## src/rtl/fetch_unit.sv

```systemverilog
// fetch_unit: single-outstanding instruction fetch into IF/ID; define FETCH_PERF_EN for fetch/stall counters
module fetch_unit #(
  parameter logic [31:0] RESET_PC = 32'h00000000
) (
  input  logic        i_clk,
  input  logic        i_rst_n,
  input  logic        i_stall,
  input  logic        i_redirect,
  input  logic [31:0] i_redirect_pc,
  output logic        o_imem_req,
  output logic [31:0] o_imem_addr,
  input  logic        i_imem_gnt,
  input  logic        i_imem_rvalid,
  input  logic [31:0] i_imem_rdata,
  output logic [31:0] o_pc,
  output logic [31:0] o_instruction,
  output logic [31:0] o_pc_plus_4,
`ifdef FETCH_PERF_EN
  output logic [31:0] o_fetch_count,
  output logic [31:0] o_stall_count,
`endif
  output logic        o_valid
);
  typedef enum logic [1:0] {IDLE, REQ, WAIT, HOLD} state_t;
  state_t state, state_d;
  logic [31:0] fetch_pc, pc_d, target;
  logic drop, drop_d, load, clr, keep_wait;
  assign target = i_redirect_pc & ~32'h3;
  assign keep_wait = (state == WAIT && !i_imem_rvalid) || (state == REQ && i_imem_gnt);
  assign o_imem_req = state == REQ;
  assign o_imem_addr = fetch_pc;
  always_comb begin
    state_d = state;
    pc_d = fetch_pc;
    drop_d = drop;
    load = 1'b0;
    clr = 1'b0;
    case (state)
      IDLE: state_d = REQ;
      REQ: state_d = i_imem_gnt ? WAIT : REQ;
      WAIT: if (i_imem_rvalid) begin
        drop_d = 1'b0;
        load = !drop;
        pc_d = drop ? fetch_pc : fetch_pc + 32'd4;
        state_d = drop ? REQ : HOLD;
      end
      HOLD: begin
        clr = !i_stall;
        state_d = i_stall ? HOLD : REQ;
      end
      default: state_d = IDLE;
    endcase
    // an accepted or in-flight request must still be retired, so its response is marked stale
    if (i_redirect) begin
      pc_d = target;
      load = 1'b0;
      clr = 1'b1;
      drop_d = keep_wait;
      state_d = keep_wait ? WAIT : REQ;
    end
  end
  always_ff @(posedge i_clk or negedge i_rst_n) begin
    if (!i_rst_n) begin
      state <= IDLE;
      fetch_pc <= RESET_PC;
      drop <= 1'b0;
    end else begin
      state <= state_d;
      fetch_pc <= pc_d;
      drop <= drop_d;
    end
  end
  always_ff @(posedge i_clk or negedge i_rst_n) begin
    if (!i_rst_n) begin
      o_valid <= 1'b0;
      o_pc <= RESET_PC;
      o_instruction <= 32'h00000013;
      o_pc_plus_4 <= RESET_PC + 32'd4;
    end else if (load) begin
      o_valid <= 1'b1;
      o_pc <= fetch_pc;
      o_instruction <= i_imem_rdata;
      o_pc_plus_4 <= fetch_pc + 32'd4;
    end else if (clr) begin
      o_valid <= 1'b0;
    end
  end
`ifdef FETCH_PERF_EN
  always_ff @(posedge i_clk or negedge i_rst_n) begin
    if (!i_rst_n) begin
      o_fetch_count <= 32'd0;
      o_stall_count <= 32'd0;
    end else begin
      o_fetch_count <= o_fetch_count + {31'd0, o_valid && !i_stall};
      o_stall_count <= o_stall_count + {31'd0, o_valid && i_stall};
    end
  end
`endif
endmodule

```

## config.mk

```make
export PLATFORM = sky130hd
export DESIGN_NAME = fetch_unit
export DESIGN_NICKNAME = d
export VERILOG_FILES = /design/src/rtl/fetch_unit.sv
export SDC_FILE = /design/constraint.sdc
export NUM_CORES = 1
export LEC_CHECK = 0
export CAP_MARGIN = 20
export CORE_MARGIN = 4
export CORE_UTILIZATION = 51
export CTS_BUF_LIST = sky130_fd_sc_hd__clkbuf_4
export CTS_CLUSTER_DIAMETER = 30
export CTS_CLUSTER_SIZE = 24
export DETAILED_ROUTE_END_ITERATION = 16
export PLACE_DENSITY_LB_ADDON = 0.2
export RECOVER_POWER = 100
export SLEW_MARGIN = 20
export SYNTH_ARGS = -nofsm -noshare
export SYNTH_HDL_FRONTEND = slang
export SYNTH_SLANG_ARGS = --single-unit
```

## constraint.sdc

```tcl
create_clock -name i_clk -period 5.89 [get_ports i_clk]
set_clock_uncertainty 0.2 [all_clocks]
set_input_delay 0.8835 -clock i_clk [delete_from_list [all_inputs] [get_ports i_clk]]
set_output_delay 0.8835 -clock i_clk [all_outputs]
set_load 0.02 [all_outputs]
```

==> results.yml <==
layout:
  postLayoutCoreUtil_pct: 72.5
  layout_common_cells: "dlygate4sd3_1 (125), dfrtp_1 (122), nand2_1 (73)"
  areaGrowthSynthToFinish_pct: 37.1
  diodes: 0
  nNetsFinal: 766
  design_area_mm2: 0.00800
  layout_commonest_cell: "dlygate4sd3_1"
  drive_gt1_share_pct: 15.7
synth:
  yosysUniqueCellTypes: 47
  ys_seq_elements: 126
  netlist_area_mm2: 0.00583
  synth_top_flop_cell: "dfrtp_1"
  syn_area_per_cell_um2: 11.1
  yosysWarningCount: 0
  synth_edf_count: 0
  yosysSeqAreaShare_pct: 54.2
  synthCells: 525
  async_reset_ff_share_pct: 100
clock_tree:
  cts_setup_buffers: 0
  clkTransAtPathRegs_ns: 0.11
  cts.sinks: 126
  postCtsResizedCells: 0
  clock-root-buffer: "clkbuf_4"
  cts_tree: "built"
  clock_latency_ns: 0.54
  cts_buffers: 17
  hold_buffers: 0
  h-tree-depth: 4
  cts_max_path_buffers: 2
sta:
  fmax_mhz: 260
  hold_viol_final: 0
  grt_setup_unrepaired: "false"
  fin_crit_ns: 3.84
  worst_slack_ns: 2.05
  tightest_slew_ns: 3.09
  finalCritPeriodShare_pct: 65.3
  drv_slew: 126
  finalSetupViolations: 0
  finalSetupTns_ns: 0
  relSlewSlack_pct: -106
placed_design:
  place_area_mm2: 0.00768
  finalWeightedCongestion: 0.779
  io_buffer_count: 191
  dp_slack_ns: 2.45
  hpwlAfterDp_um: 10100
power_and_ir_drop:
  switching_share_pct: 35.8
  seq_power_share_pct: 39.8
  power_frac_clock_pct: 19.7
  p_comb_share_pct: 40.5
  power.switching_mw: 1.25
  p_leak_nw: 3.59
  power_per_cell_area_mw_per_mm2: 435
  p_int_mw: 2.23
  irDropWorstVdd_uv: 278
  power_mw: 3.48
floorplanning:
  fp.dieH_um: 115
  die_w_um: 115
  fp.coreArea_mm2: 0.0110
  rows: 38
  die_area_mm2: 0.0132
  initial_core_util_pct: 52.9
  io_pins: 200
global_route:
  grt_max_degree: 84
  grt_pass1_vias: 4625
  track_usage_pct: 22.6
  antenna_found_initial: 0
  grt-ovfl-total: 0
  grt_pass1_wl_um: 23300
drt:
  postRouteAntennaNets: 0
  routed_via_density: 5.31
  drt_wl_total_um: 14300
  vias: 4501
  drc_errors: 0
  wl_per_cell_um: 16.8
  drt_iter0_drc: 245
  first_pass_iters: 4
setup_path:
  end_kind: "flop"
  path_class: "input port to flop"
  startpoint_type: "input port"
  critPathMaxFanout: 83
  cp.arrival_ns: 4.07
  required_ns: 6.11
run_status:
  status: "complete, but fails checks"
  violations: "capacitance limit, slew limit"
run:
  maxCapViolations: 2
hold_path:
  hold_class: "flop to flop"
## worst max-delay path, cell delays in order
cell and delay [ns]:
clkbuf_1 1.74, nand3b_1 0.29, buf_4 0.66, mux2_2 0.42
## worst paths after layout
check                                startpoint                end  slack, ns  cells after the start
worst max-delay path                 i_redirect  o_instruction[26]       2.05                      4
min in group asynchronous               i_rst_n           o_pc[30]       1.15                      1
max in group asynchronous               i_rst_n   o_instruction[6]       2.19                      2
worst max register to register         state[0]    o_imem_addr[26]       3.17                      6
worst min-delay path            o_pc_plus_4[24]    o_pc_plus_4[24]       0.28                      2
worst min register to register  o_pc_plus_4[24]    o_pc_plus_4[24]       0.28                      2
## Yosys cell counts (3+ instances only)
library cell | n | area share, %
xnor2_1 | 42 | 6.3
xor2_1 | 11 | 1.7
inv_1 | 4 | 0.26
nor4_1 | 8 | 0.86
nor3_1 | 18 | 1.5
nand4_2 | 3 | 0.64
dfstp_2 | 4 | 1.8
and4_1 | 6 | 0.90
o21ai_0 | 55 | 4.7
buf_6 | 7 | 1.4
nand3_1 | 9 | 0.77
clkbuf_1 | 27 | 1.7
nand2_1 | 73 | 4.7
nor2_1 | 17 | 1.1
o21ai_1 | 3 | 0.26
dfrtp_1 | 122 | 52
buf_4 | 8 | 1.0
buf_2 | 4 | 0.34
nand4_1 | 8 | 0.86
a21oi_1 | 3 | 0.26
mux2_2 | 61 | 12
## logic make-up (layout without fill, tap and decap cells)
logic type               after synthesis  in the layout  synth area share, %
flip-flops                           126            126                 54.2
other                                  1              6               0.0643
AND/OR/NAND/NOR                      159            159                 14.0
adder cells (fa/ha/maj)                1              1                0.215
buffers and inverters                 53            231                 5.08
AO/OA/AOI/OAI                         69             69                 6.37
multiplexers                          63             63                 12.1
XOR/XNOR                              53             53                 7.96
## per-layer routing
metal,wire [um],vias to the layer above,GRT usage (%)
li1,-,2141,-
met1,5760,2153,27.8
met2,7070,181,37.2
met3,1180,26,7.74
met4,250,0,8.22
met5,0,-,0
## through the flow
| step | instances | hold slack, ns |
|---|---|---|
| 2_1_floorplan | 530 | 0.313 |
| 3_3_place_gp | 816 | 0.261 |
| 3_5_place_dp | 816 | 0.269 |
| 4_1_cts | 848 | 0.0596 |
| 5_1_grt | 848 | 0.315 |
| 6_report | 848 | 0.283 |
## cell type report
cell class | count | area [um^2]
sequential | 126 | 3160
fill | 793 | 3030
multi-input combinational | 351 | 2400
timing repair buffer | 195 | 1930
clock inverter | 15 | 200
tap | 140 | 175
clock buffer | 17 | 128
inverter | 4 | 15.0
## state kept, by name (all words and copies together), names as in the netlist
signal	count
o_instruction	32
o_imem_addr	30
drop	1
o_valid	1
state	2
o_pc_plus_4	30
o_pc	30
## power by group through the flow
stage          logic [mW]  clock network, mW  registers (mW)
2_1_floorplan       0.374                  0            1.77
3_3_place_gp         1.52                  0            1.40
3_5_place_dp         1.54                  0            1.42
4_1_cts              1.55              0.705            1.41
5_1_grt              1.51              0.739            1.44
6_report             1.41              0.685            1.39
(Power assumes the default switching activity.)
